File: src/rtl/mem_arb_pkg.sv
// rtl/mem_arb_pkg.sv - shared types and widths for the memory line-port arbiter
package mem_arb_pkg;

  localparam int ADDR_W = 28;
  localparam int LINE_W = 128;

  typedef enum logic [1:0] {IDLE, BUSY, RELEASE} state_t;
  typedef enum logic [1:0] {OWN_NONE, OWN_I, OWN_D} owner_t;

endpackage

File: src/rtl/arb_sat_counter.sv
// rtl/arb_sat_counter.sv - saturating up-counter, sticks at all-ones
module arb_sat_counter #(
  parameter int W = 16
) (
  input  logic         clk,
  input  logic         rst_n,
  input  logic         inc,
  output logic [W-1:0] count
);

  logic [W-1:0] count_q;
  logic [W-1:0] count_d;

  always_comb begin
    count_d = count_q;
    if (inc && (count_q != '1)) count_d = count_q + W'(1);
  end

  always_ff @(posedge clk or negedge rst_n) begin
    if (!rst_n) count_q <= '0;
    else        count_q <= count_d;
  end

  assign count = count_q;

endmodule

File: src/rtl/mem_arbiter.sv
// rtl/mem_arbiter.sv - shares one slow-memory line port between I-cache and D-cache
// Fixed priority with a starvation override; memory request held until mem_ready.
module mem_arbiter #(
  parameter int ADDR_W   = mem_arb_pkg::ADDR_W,
  parameter int LINE_W   = mem_arb_pkg::LINE_W,
  parameter bit PRIO_D   = 1'b1,
  parameter int MAX_WAIT = 4,
  parameter int CNT_W    = 16
) (
  input  logic              clk,
  input  logic              rst_n,
  input  logic              i_read,
  input  logic              i_write,
  input  logic [ADDR_W-1:0] i_addr,
  input  logic [LINE_W-1:0] i_wdata,
  output logic [LINE_W-1:0] i_rdata,
  output logic              i_ready,
  input  logic              d_read,
  input  logic              d_write,
  input  logic [ADDR_W-1:0] d_addr,
  input  logic [LINE_W-1:0] d_wdata,
  output logic [LINE_W-1:0] d_rdata,
  output logic              d_ready,
  output logic              mem_read,
  output logic              mem_write,
  output logic [ADDR_W-1:0] mem_addr,
  output logic [LINE_W-1:0] mem_wdata,
  input  logic [LINE_W-1:0] mem_rdata,
  input  logic              mem_ready,
  output logic [CNT_W-1:0]  gnt_cnt_i,
  output logic [CNT_W-1:0]  gnt_cnt_d
);
  import mem_arb_pkg::*;

  localparam int              SW         = $clog2(MAX_WAIT + 1);
  localparam logic [SW-1:0]   STARVE_MAX = SW'(MAX_WAIT);

  state_t            state_q, state_d;
  owner_t            owner_q, owner_d;
  logic              mem_read_q, mem_read_d;
  logic              mem_write_q, mem_write_d;
  logic [ADDR_W-1:0] mem_addr_q, mem_addr_d;
  logic [LINE_W-1:0] mem_wdata_q, mem_wdata_d;
  logic [SW-1:0]     starve_q, starve_d;

  logic i_pend, d_pend, pick_d, done;

  // The low-priority side is forced through once it has lost MAX_WAIT times in a row.
  always_comb begin
    i_pend = i_read | i_write;
    d_pend = d_read | d_write;
    if (i_pend && d_pend) pick_d = (starve_q == STARVE_MAX) ? !PRIO_D : PRIO_D;
    else                  pick_d = d_pend;
  end

  always_comb begin
    state_d     = state_q;
    owner_d     = owner_q;
    mem_read_d  = mem_read_q;
    mem_write_d = mem_write_q;
    mem_addr_d  = mem_addr_q;
    mem_wdata_d = mem_wdata_q;
    starve_d    = starve_q;
    unique case (state_q)
      IDLE: begin
        if (i_pend || d_pend) begin
          state_d     = BUSY;
          owner_d     = pick_d ? OWN_D : OWN_I;
          // Write wins when a port raises read and write together.
          mem_write_d = pick_d ? d_write : i_write;
          mem_read_d  = pick_d ? (d_read & ~d_write) : (i_read & ~i_write);
          mem_addr_d  = pick_d ? d_addr : i_addr;
          mem_wdata_d = pick_d ? d_wdata : i_wdata;
          if (pick_d != PRIO_D)
            starve_d = '0;
          else if (i_pend && d_pend && (starve_q != STARVE_MAX))
            starve_d = starve_q + SW'(1);
        end
      end
      BUSY: begin
        if (mem_ready) begin
          state_d     = RELEASE;
          mem_read_d  = 1'b0;
          mem_write_d = 1'b0;
        end
      end
      RELEASE: begin
        state_d = IDLE;
        owner_d = OWN_NONE;
      end
      default: state_d = IDLE;
    endcase
  end

  always_ff @(posedge clk or negedge rst_n) begin
    if (!rst_n) begin
      state_q     <= IDLE;
      owner_q     <= OWN_NONE;
      mem_read_q  <= 1'b0;
      mem_write_q <= 1'b0;
      mem_addr_q  <= '0;
      mem_wdata_q <= '0;
      starve_q    <= '0;
    end else begin
      state_q     <= state_d;
      owner_q     <= owner_d;
      mem_read_q  <= mem_read_d;
      mem_write_q <= mem_write_d;
      mem_addr_q  <= mem_addr_d;
      mem_wdata_q <= mem_wdata_d;
      starve_q    <= starve_d;
    end
  end

  assign done      = (state_q == BUSY) && mem_ready;
  assign i_ready   = done && (owner_q == OWN_I);
  assign d_ready   = done && (owner_q == OWN_D);
  assign i_rdata   = (owner_q == OWN_I) ? mem_rdata : '0;
  assign d_rdata   = (owner_q == OWN_D) ? mem_rdata : '0;
  assign mem_read  = mem_read_q;
  assign mem_write = mem_write_q;
  assign mem_addr  = mem_addr_q;
  assign mem_wdata = mem_wdata_q;

  arb_sat_counter #(.W(CNT_W)) u_cnt_i (
    .clk   (clk),
    .rst_n (rst_n),
    .inc   (i_ready),
    .count (gnt_cnt_i)
  );

  arb_sat_counter #(.W(CNT_W)) u_cnt_d (
    .clk   (clk),
    .rst_n (rst_n),
    .inc   (d_ready),
    .count (gnt_cnt_d)
  );

endmodule
File: config.mk
export PLATFORM = sky130hd
export DESIGN_NAME = mem_arbiter
export DESIGN_NICKNAME = d
export VERILOG_FILES = /design/src/rtl/mem_arb_pkg.sv /design/src/rtl/arb_sat_counter.sv /design/src/rtl/mem_arbiter.sv
export SDC_FILE = /design/constraint.sdc
export NUM_CORES = 1
export LEC_CHECK = 0
export BUFFER_PORTS_ARGS = -buffer_cell sky130_fd_sc_hd__buf_2
export CAP_MARGIN = 20
export CORE_AREA = 2 2 347 349
export CTS_BUF_LIST = sky130_fd_sc_hd__clkbuf_8
export DETAILED_ROUTE_END_ITERATION = 10
export DIE_AREA = 0 0 349 351
export PLACE_DENSITY = 0.3
export SLEW_MARGIN = 20
export SYNTH_ARGS = -nofsm -noshare
export SYNTH_HDL_FRONTEND = slang
export SYNTH_SLANG_ARGS = --single-unit
File: constraint.sdc
create_clock -name clk -period 2.1 [get_ports clk]
set_input_delay 0.105 -clock clk [delete_from_list [all_inputs] [get_ports clk]]
set_output_delay 0.105 -clock clk [all_outputs]
set_load 0.005 [all_outputs]
-- Yosys cells after proc, flatten, opt, wreduce, memory -nomap -nowiden
Index checks and enable logic that the tools add are counted.
- memories: 0
- input bits: 447
- RAM bits: 0
- logic and storage cells: 66
- bits in latches: 0
- output and inout bits: 448
- ROM bits: 0
- bits in registers: 197
- eq/ne operators: 11
- $mul: 0
- add/sub/neg operators: 3
- bitwise operators: 6
- mux-type cells: 21
- div/mod/pow operators: 0
- shift operators: 0
- magnitude comparators: 0
- reduce and logical (&&, ||, !) cells: 16
- operator list (kind ; count):
    $mux 128 ; 3
    $add 16x1->16 const B ; 2
    $ne 16x16->1 const B ; 2
    $mux 28 ; 1
    $mux 2 ; 4
    $pmux 2 s2 ; 2
    $logic_and 1x1->1 ; 7
    $mux 1 ; 7
    $mux 3 ; 2
    $reduce_and 2->1 ; 3
    $reduce_and 3->1 ; 2
    $eq 2x1->1 const B ; 2
    $eq 2x2->1 const B ; 2
    $ne 2x2->1 const B ; 2
    $pmux 1 s2 ; 2
    $reduce_bool 2->1 ; 2
    $add 3x1->3 const B ; 1
    $eq 3x3->1 const B ; 1
    $ne 3x3->1 const B ; 1
    $and 1x1->1 ; 2
    $logic_not 2->1 ; 1
    $ne 2x1->1 const B ; 1
    $not 1->1 ; 2
    $or 1x1->1 ; 2
    $logic_or 1x1->1 ; 1

-- Longest topological paths before layout
Gate-level depths: netlist of run 1.
- depth in word-level cells: 6
- gate-level depth with buffers: 9
- mapped depth without buffers: 6

-- Hierarchy
A second synthesis of run 1 with hierarchy kept.
- cell total of the unflattened synthesis: 1231
- area total of the unflattened synthesis: 11932.7 um2
- modules (own cells, without submodules) (module ; sequential area each (um2) ; cells each ; times used ; area an instance (um2)):
    mem_arbiter ; 4129.0 ; 1087 ; 1 ; 10213.5
    arb_sat_counter ; 400.4 ; 72 ; 2 ; 859.6

-- Worst setup path before layout of run 1
Ideal clock, no wire load.
- path kind: register to register
- start point: register u_cnt_d.count_q[0] (netlist: u_cnt_d.count[0])
- end point: register u_cnt_d.count_q[1] (netlist: u_cnt_d.count[1])
- path buffers: 1
- slack: 0.344 ns
- setup time: 0.125 ns
- arrival time: 1.631 ns
- clock period less this slack: 1.756 ns
- cell stages (with the launch flop): 7
- required time: 1.975 ns
- cell sequence: dfrtp_1 -> ha_1 -> and3_1 -> and4bb_1 -> buf_2 -> nor2_1 -> mux2_2
- longest elaborated chain between the ends: 2
- elaborated cells on any way between the ends: 3
- those cells by class: add/sub: 1; eq/ne: 1; reduce/logical: 1
- RTL lines (item ; line ; RTL):
    start: declaration ; arb_sat_counter.sv:11 ; logic [W-1:0] count_q;
    start signal: assignment ; arb_sat_counter.sv:21 ; else count_q <= count_d;
    branches (longest 2 deep; another with $add 16x1->16) ; - ;
Several ways; the timed one is not identified.
A chain may end at the register's enable or synchronous reset.

-- Worst setup path in the final report of run 1
- start point: register owner_q[0]
- end point: output port i_rdata[102]
- longest elaborated chain between the ends: 2
- RTL lines (item ; line ; RTL):
    start: declaration ; mem_arbiter.sv:39 ; owner_t owner_q, owner_d;
    start signal: assignment ; mem_arbiter.sv:106 ; owner_q <= owner_d;
    $eq 2x1->1 ; mem_arbiter.sv:118 ; assign i_rdata = (owner_q == OWN_I) ? mem_rdata : '0;
    $mux 128 ; mem_arbiter.sv:118 ;
    end: declaration ; mem_arbiter.sv:16 ; output logic [LINE_W-1:0] i_rdata,
No other way between the ends.

==> results of run 1 <==
## metal layers
metal	vias up	part of all wire	GRT usage
met5	-	0.0020	0
met4	22	0.017	0.0327
met2	463	0.47	0.170
li1	6356	-	-
met1	6038	0.43	0.125
met3	70	0.080	0.0357
## Yosys cell counts (2+ instances only)
master      n
nor2_1      8
nand3_1     7
mux2_2      2
nor3_1     15
buf_2      20
buf_6       9
a21o_1      2
o21ai_0    80
and2_1    257
clkbuf_2    2
or3_1       2
mux2i_1   156
nor4_1     12
and4_1      4
a21oi_1     2
dfrtp_1   197
o21ai_1    79
nand2_1   181
clkbuf_1   42
ha_1        4
inv_1       6
xor2_1     29
nor2b_1     3
nand4_1     9
and3_1      6
nor3b_1     2
buf_8      11
nor4b_2     2
## worst max-delay path: cells and delay by family (launching register included)
family / cells / cell delay [ns]
buf+inv: 4 / 0.53
flops: 1 / 0.43
simple gates: 2 / 0.41
## logic make-up after synthesis
kind of cell,count (synthesis)
and+or+nand+nor,512
DFF,197
AOI/OAI and AO/OA,171
muxes,158
buffers and inverters,93
xor gates and xnor gates,30
adders and majority gates,4
## registers in the layout, indices dropped and copies added (netlist names), 2 cells and up
| name | flops |
|---|---|
| u_cnt_d.count | 16 |
| mem_wdata | 128 |
| state_q | 2 |
| u_cnt_i.count | 16 |
| owner_q | 2 |
| mem_addr | 28 |
| starve_q | 3 |
## worst max-delay path by stage
stage / from / endpoint
finish: owner_q[0] / i_rdata[102]
global route: owner_q[0] / i_rdata[13]
floorplan: u_cnt_d.count[0] / u_cnt_d.count[1]
global placement: state_q[1] / u_cnt_i.count[15]
detailed placement: starve_q[0] / mem_wdata[26]
CTS: owner_q[0] / i_rdata[13]
## timing repair
action / 4_1_cts / 5_1_grt
hold buffers: 319 / 0
resized for setup: 57 / 83
cloned: 11 / 3
hold endpoints to repair: 359 / 0
buffers inserted: 12 / 9
pin swaps: 8 / 29
setup endpoints to repair: 256 / 259
## cell type report
type / instances / area share
Clock inverter: 15 / 0.00670
Clock buffer: 17 / 0.0105
Sequential cell: 197 / 0.222
Inverter: 7 / 0.00130
Antenna cell: 6 / 0.000676
Tap cell: 1548 / 0.0872
Timing Repair Buffer: 1290 / 0.413
Multi-Input combinational cell: 875 / 0.258
## where the power goes
group	switching [W]	internal (W)	total (W)
Combinational	0.00525	0.00551	0.0108
Clock	0.00173	0.000968	0.00269
Sequential	0.000817	0.00526	0.00607
## stage by stage
stage | util | setup slack (ns) | TNS [ns] | instance area [um2]
floorplan | - | 0.344 | 0 | 11100
global placement | 0.147 | 0.179 | 0 | 17500
detailed placement | 0.147 | 0.190 | 0 | 17500
CTS | 0.183 | -0.221 | -29.67 | 21700
global route | 0.187 | -0.190 | -26.81 | 22200
finish | 0.187 | -0.0227 | -0.0815 | 22200
==> metrics.md, run 1 <==
| Metric | Value |
|---|---|
| Status | `finished, violations left` |
| Failing checks | `negative setup slack` |
| DR vias/cell | `3.27` |
| Register Area | `4930 um2` |
| WL per Instance | `16.9 um` |
| CTS root buffer | `clkbuf_8` |
| Clk slew on worst S/H paths | `0.12 ns` |
| Largest family of logic cells by synthesized area | `simple AND/OR/NAND/NOR gates` |
| Tot Pwr | `0.0195 W` |
| Most common cell after layout, fill and taps aside | `buf_2` |
| CP arrival | `2.02 ns` |
| Asr flop ratio synth | `1.00` |
| Post-route DRC | `0` |
| R2R Path End | `u_cnt_i.count[10]` |
| CORE AREA | `119,000 um2` |
| Nets | `2,839` |
| Post-synth top flop | `dfrtp_1` |
| Num rows | `127` |
| Worst hold margin | `0.0933 ns` |
| CTS Sinks | `197` |
| Synth area leader | `dfrtp_1` |
| Hpwl dp | `50,300 um` |
| Mux contribution to synthesized area | `0.143` |
| First-pass GRT wire length | `90,900 um` |
| Worst VDD drop | `0.000499 V` |
| Max Cap Violations | `0` |
| Post-route setup slack | `-0.0227 ns` |
| Layout cell share with drive strength beyond 1 | `0.446` |
| CP max-delay cell | `dfrtp_1` |
| Synth Net Count | `1,616` |
| Pleak | `11.1 nW` |
| Fin crit share | `1.01` |
| Die area | `122,000 um2` |
| Ys Warns | `0` |
| Synth area leaders | `dfrtp_1 45%, and2_1 15%, mux2i_1 14%, nand2_1 6.1%, o21ai_0 3.6%` |
| Detailed Route Iter0 Violations | `544` |
| Fin cells | `3,955` |
| CTS tree | `yes` |
| Synth Area in Adders | `0.00453` |
| Average size of a mapped cell | `9.49 um2` |
| DR pass1 iterations | `4` |
| DRT Wirelength | `66,900 um` |
| Synth Area in XOR/XNOR | `0.0238` |
| Synth Area in Compound Gates | `0.0801` |
| Vias post-DR | `12,900` |
| Slew @ Worst Pin | `0.553 ns` |
| Post-Syn Area | `11,100 um2` |
| GRT overflow | `0` |
| Clock Latency Late Sink | `0.62 ns` |
| Number of I/O port buffers | `894` |
| FILL cells | `13,400` |
| Maximum clock insertion buffer count | `2` |
| Post-synthesis cell type count | `44` |
| Post-synthesis register bit count | `197` |
| Final setup viols | `7` |
| HP Class | `in2async` |
| Worst Setup Path Type | `reg2out` |
| Fin Clk Skew | `0.0226 ns` |
| Area occupied by multi-input gates | `5740 um2` |
| Yosys top cell area share | `0.446` |
| Number of global-route vias before repair | `13,300` |
| Initial antenna violation count | `24` |
| Slew HR | `0.629` |
| Startpoint types | `register` |
| Total track usage | `0.103` |
| RSZ-0062 raised after global routing | `yes` |
| Final count of hold timing violations | `0` |
| Inst Count DP | `3,565` |
| Critical R2R Launch | `owner_q[0]` |
| Reg2Reg Setup Slack | `0.10 ns` |
| CTS Buf Count | `17` |
| Maximum number of pins on one net before global-route repair | `69` |
| Final RePlAce weighted congestion | `0.737` |
| Crit-path max FO | `6` |
| Die W | `349 um` |
| Seq/Total Area, Yosys | `0.446` |
| CP endpoint kind | `output pin` |
| Post-synth EDFFs | `0` |
| Post-layout min period | `2.12 ns` |
| Fin. max-slew vios | `0` |
| PwrDens | `879 nW/um2` |
| Reg2reg path depth | `8` |
| Initial Utilization | `0.0929` |
| Area Growth Syn to Fin | `101%` |
| Highest-count cells in the layout ignoring fill and taps | `845 x buf_2, 318 x dlygate4sd3_1, 206 x and2_1` |
| Crit-path cells | `nor2b_4, buf_12, buf_12, buf_8, and2_4, buf_6` |
| H-Tree Depth | `4` |
| Max stage delay on crit path | `0.43 ns` |
| Worst path required time | `2.00 ns` |
| Total I/O pin count | `895` |
| Die H | `351 um` |
| Cell mode on critical path | `buf_12` |
| Post-route ant nets | `0` |
| Simple-gate area share of the yosys netlist | `0.249` |
| Fmax achieved | `0.471 GHz` |
| Post-Syn Instances | `1,165` |
Power figures use the tool's default switching activity.
==> run 2: changes to the inputs <==
--- a/config.mk
+++ b/config.mk
@@ -5,12 +5,13 @@
 export SDC_FILE = /design/constraint.sdc
 export NUM_CORES = 1
 export LEC_CHECK = 0
+export ABC_AREA = 1
 export BUFFER_PORTS_ARGS = -buffer_cell sky130_fd_sc_hd__buf_2
 export CAP_MARGIN = 20
-export CORE_AREA = 2 2 347 349
+export CORE_AREA = 2 2 346 348
 export CTS_BUF_LIST = sky130_fd_sc_hd__clkbuf_8
 export DETAILED_ROUTE_END_ITERATION = 10
-export DIE_AREA = 0 0 349 351
+export DIE_AREA = 0 0 348 350
 export PLACE_DENSITY = 0.3
 export SLEW_MARGIN = 20
 export SYNTH_ARGS = -nofsm -noshare
==> run 2 against run 1 <==
The run still ends with negative setup slack left. Largest cell class unchanged. Register-to-register slack better by 0.11 ns. Critical path type unchanged. Routed wire length up 18%. Worst hold slack better by 0.037 ns. Sequential share of layout area up 0.42 points. Combinational power up 27%. Clock power up 5%.
==> metrics.md, run 2 <==
| Metric | Value |
|---|---|
| Status | `finished, violations left (unchanged)` |
| Failing checks | `negative setup slack (unchanged)` |
| CP endpoint kind | `output pin (unchanged)` |
| Initial Utilization | `0.0907 (was 0.0929)` |
| Synth area leader | `dfrtp_1 (unchanged)` |
| WL met3 | `5040 um (was 5360 um)` |
| First-pass GRT wire length | `109,000 um (was 90,900 um)` |
| Most frequent cells after synthesis | `615 x nand2_1, 297 x nor2_1, 197 x dfrtp_1 (was 257 x and2_1, 197 x dfrtp_1, 181 x nand2_1)` |
| Seq/Total Area, Yosys | `0.461 (was 0.446)` |
| CTS tree | `yes (unchanged)` |
| Post-route DRC | `0 (unchanged)` |
| Post-synth top flop | `dfrtp_1 (unchanged)` |
| Post-layout min period | `2.10 ns (was 2.12 ns)` |
| Total track usage | `0.125 (was 0.103)` |
| Final setup viols | `2 (was 7)` |
| Fin crit share | `1.00 (was 1.01)` |
| Post-Syn Instances | `1,589 (was 1,165)` |
| Area Growth Syn to Fin | `104% (was 101%)` |
| Num rows | `126 (was 127)` |
| Slew HR | `0.703 (was 0.629)` |
| Final count of hold timing violations | `0 (unchanged)` |
| Clk slew on worst S/H paths | `0.12 ns (about the same)` |
| RSZ-0062 raised after global routing | `yes (unchanged)` |
| Post-synthesis cell type count | `26 (was 44)` |
| CORE AREA | `118,000 um2 (was 119,000 um2)` |
| Met1 WL | `35,200 um (was 28,700 um)` |
| Fin Clk Skew | `0.0262 ns (was 0.0226 ns)` |
| Synth Area in Compound Gates | `0.0121 (was 0.0801)` |
| Clock Latency Late Sink | `0.62 ns (about the same)` |
| Total I/O pin count | `895 (unchanged)` |
| DR pass1 iterations | `5 (was 4)` |
| Synth Area in Adders | `0.00468 (was 0.00453)` |
| Post-route setup slack | `-0.00407 ns (was -0.0227 ns)` |
| CTS Sinks | `197 (unchanged)` |
| Layout cell share with drive strength beyond 1 | `0.383 (was 0.446)` |
| Post-synthesis register bit count | `197 (unchanged)` |
| Mux contribution to synthesized area | `0 (was 0.143)` |
| Final instance area | `21,800 um2 (was 22,200 um2)` |
| Pleak | `11.7 nW (was 11.1 nW)` |
| DRT Wirelength | `79,200 um (was 66,900 um)` |
| Synth Net Count | `2,040 (was 1,616)` |
| CP arrival | `2.00 ns (was 2.02 ns)` |
| Synth Area in XOR/XNOR | `0.0123 (was 0.0238)` |
| Nets | `3,268 (was 2,839)` |
| Number of global-route vias before repair | `14,900 (was 13,300)` |
| Ys Warns | `0 (unchanged)` |
| Yosys top cell area share | `0.461 (was 0.446)` |
| Synth area leaders | `dfrtp_1 46%, nand2_1 22%, nor2_1 10%, nand3_1 8.1%, inv_1 5.7% (was dfrtp_1 45%, and2_1 15%, mux2i_1 14%, nand2_1 6.1%, o21ai_0 3.6%)` |
| Uppermost layer routed | `met5 (unchanged)` |
| Detailed Route Iter0 Violations | `911 (was 544)` |
| Asr flop ratio synth | `1.00 (unchanged)` |
| Final RePlAce weighted congestion | `0.856 (was 0.737)` |
| Post-route ant nets | `0 (unchanged)` |
| Area after DPL | `17,400 um2 (was 17,500 um2)` |
| Max Cap Violations | `0 (unchanged)` |
| Worst path required time | `2.00 ns (about the same)` |
| Worst Setup Path Type | `reg2out (unchanged)` |
| Most common cell after layout, fill and taps aside | `buf_2 (unchanged)` |
| PwrDens | `1050 nW/um2 (was 879 nW/um2)` |
| Maximum number of pins on one net before global-route repair | `78 (was 69)` |
| Die H | `350 um (was 351 um)` |
| Slew @ Worst Pin | `0.446 ns (was 0.553 ns)` |
| CTS Buf Count | `17 (unchanged)` |
| Register Area | `4930 um2 (about the same)` |
| Setup_tns | `-0.00618 ns (was -0.0815 ns)` |
| Simple-gate area share of the yosys netlist | `0.413 (was 0.249)` |
| Crit-path max FO | `8 (was 6)` |
| Worst VDD drop | `0.000484 V (was 0.000499 V)` |
| GRT overflow | `0 (unchanged)` |
| Fmax achieved | `0.475 GHz (was 0.471 GHz)` |
| WL per Instance | `18.1 um (was 16.9 um)` |
| Pre-CTS worst setup slack | `0.225 ns (was 0.190 ns)` |
| Area occupied by multi-input gates | `5010 um2 (was 5740 um2)` |
| Die W | `348 um (was 349 um)` |
| Vias post-DR | `14,700 (was 12,900)` |
| Metal2 WL | `37,500 um (was 31,500 um)` |
| Number of I/O port buffers | `894 (unchanged)` |
| Post-Syn Area | `10,700 um2 (was 11,100 um2)` |
| Startpoint types | `register (unchanged)` |
| Fin. max-slew vios | `0 (unchanged)` |
| Tot Pwr | `0.0229 W (was 0.0195 W)` |
| Max FFs per register | `128 (unchanged)` |
| FILL cells | `13,600 (was 13,400)` |
| Initial antenna violation count | `13 (was 24)` |
| Highest-count cells in the layout ignoring fill and taps | `882 x buf_2, 612 x nand2_1, 317 x dlygate4sd3_1 (was 845 x buf_2, 318 x dlygate4sd3_1, 206 x and2_1)` |
| Top-count cell post-synth | `nand2_1 (was and2_1)` |
| Maximum clock insertion buffer count | `2 (unchanged)` |
| DR vias/cell | `3.36 (was 3.27)` |
| Average size of a mapped cell | `6.72 um2 (was 9.49 um2)` |
| Largest family of logic cells by synthesized area | `simple AND/OR/NAND/NOR gates (unchanged)` |
| Post-synth EDFFs | `0 (unchanged)` |
| CTS root buffer | `clkbuf_8 (unchanged)` |
| Die area | `122,000 um2 (about the same)` |
| Hpwl dp | `62,300 um (was 50,300 um)` |
| HP Class | `in2reg (was in2async)` |
| H-Tree Depth | `4 (unchanged)` |
==> run 2: cell count changes in the layout (fill, tap and decap cells not counted), sizes merged, moves of 6 or more <==
cell,delta
nor4,-13
nand3,+168
o21ai,-141
nor3,-15
xor2,-27
inv,+156
and3,-6
nor2,+293
and2,-257
xnor2,+12
nand2,+435
mux2i,-156
==> run 2: routing by layer <==
metal	vias up	GRT usage
li1	7267	-
met1	6839	0.162
met2	533	0.202
met3	64	0.0316
met4	8	0.0379
met5	-	0
==> run 2: worst paths after layout <==
kind | cells past startpoint | endpoint | from | slack (ns)
max reg2reg | 10 | mem_addr[26] | starve_q[0] | 0.21
min in group asynchronous | 3 | mem_wdata[70] | rst_n | 0.15
min reg2reg | 2 | mem_wdata[114] | mem_wdata[114] | 0.50
min | 6 | owner_q[0] | d_read | 0.13
max in group asynchronous | 3 | mem_wdata[39] | rst_n | 1.66
max | 7 | d_rdata[93] | owner_q[1] | -0.004
==> run 2: worst max-delay path: stages (launching register included) <==
cell and delay [ns]:
dfrtp_2 0.46, buf_12 0.14, nand2_8 0.13, buf_16 0.17, buf_12 0.13, buf_12 0.13
nor2_2 0.04, buf_2 0.13
==> run 2: cell type report <==
class / count / share of cell area
repair buffers: 1293 / 0.408
clock buffers: 17 / 0.0107
multi-input cells: 1143 / 0.230
well taps: 1536 / 0.0881
clock inverters: 15 / 0.00757
inverters: 165 / 0.0287
flip-flops and latches: 197 / 0.226
diodes: 6 / 0.000688
==> run 2: report_power, final <==
| group | total [W] | switching [W] | leakage (nW) | internal, W |
|---|---|---|---|---|
| clock network | 0.00283 | 0.00184 | 0.207 | 0.000996 |
| logic | 0.0137 | 0.00787 | 9.05 | 0.00587 |
| registers | 0.00635 | 0.000978 | 2.49 | 0.00538 |
| total | 0.0229 | 0.0107 | 11.7 | 0.0122 |
==> run 2: kinds of logic (layout without fill, tap and decap cells) <==
family                     Yosys count  count (layout)
AOI/OAI and AO/OA                   21              21
xor gates and xnor gates            15              15
adders and majority gates            4               4
buffers and inverters              250            1490
DFF                                197             197
other                                0               6
and+or+nand+nor                   1102            1103
==> run 2: repair_timing <==
| action | in CTS | in global routing |
|---|---|---|
| pin swaps | 2 | 1 |
| endpoints found under the setup margin | 211 | 116 |
| hold buffers | 318 | 0 |
| gates resized for setup | 43 | 67 |
| setup buffers | 18 | 3 |
| gates cloned | 10 | 3 |
| endpoints found under the hold margin | 364 | 0 |
==> run 2: per-stage QoR <==
| stage | utilization | std cells | hold slack [ns] |
|---|---|---|---|
| after floorplan | - | 1589 | -0.191 |
| after CTS | 0.183 | 4364 | 0.0444 |
| after global routing | 0.185 | 4371 | 0.123 |
| final | 0.185 | 4372 | 0.130 |
| after detailed placement | 0.147 | 3986 | 0.0476 |
| after global placement | 0.147 | 3986 | 0.0534 |
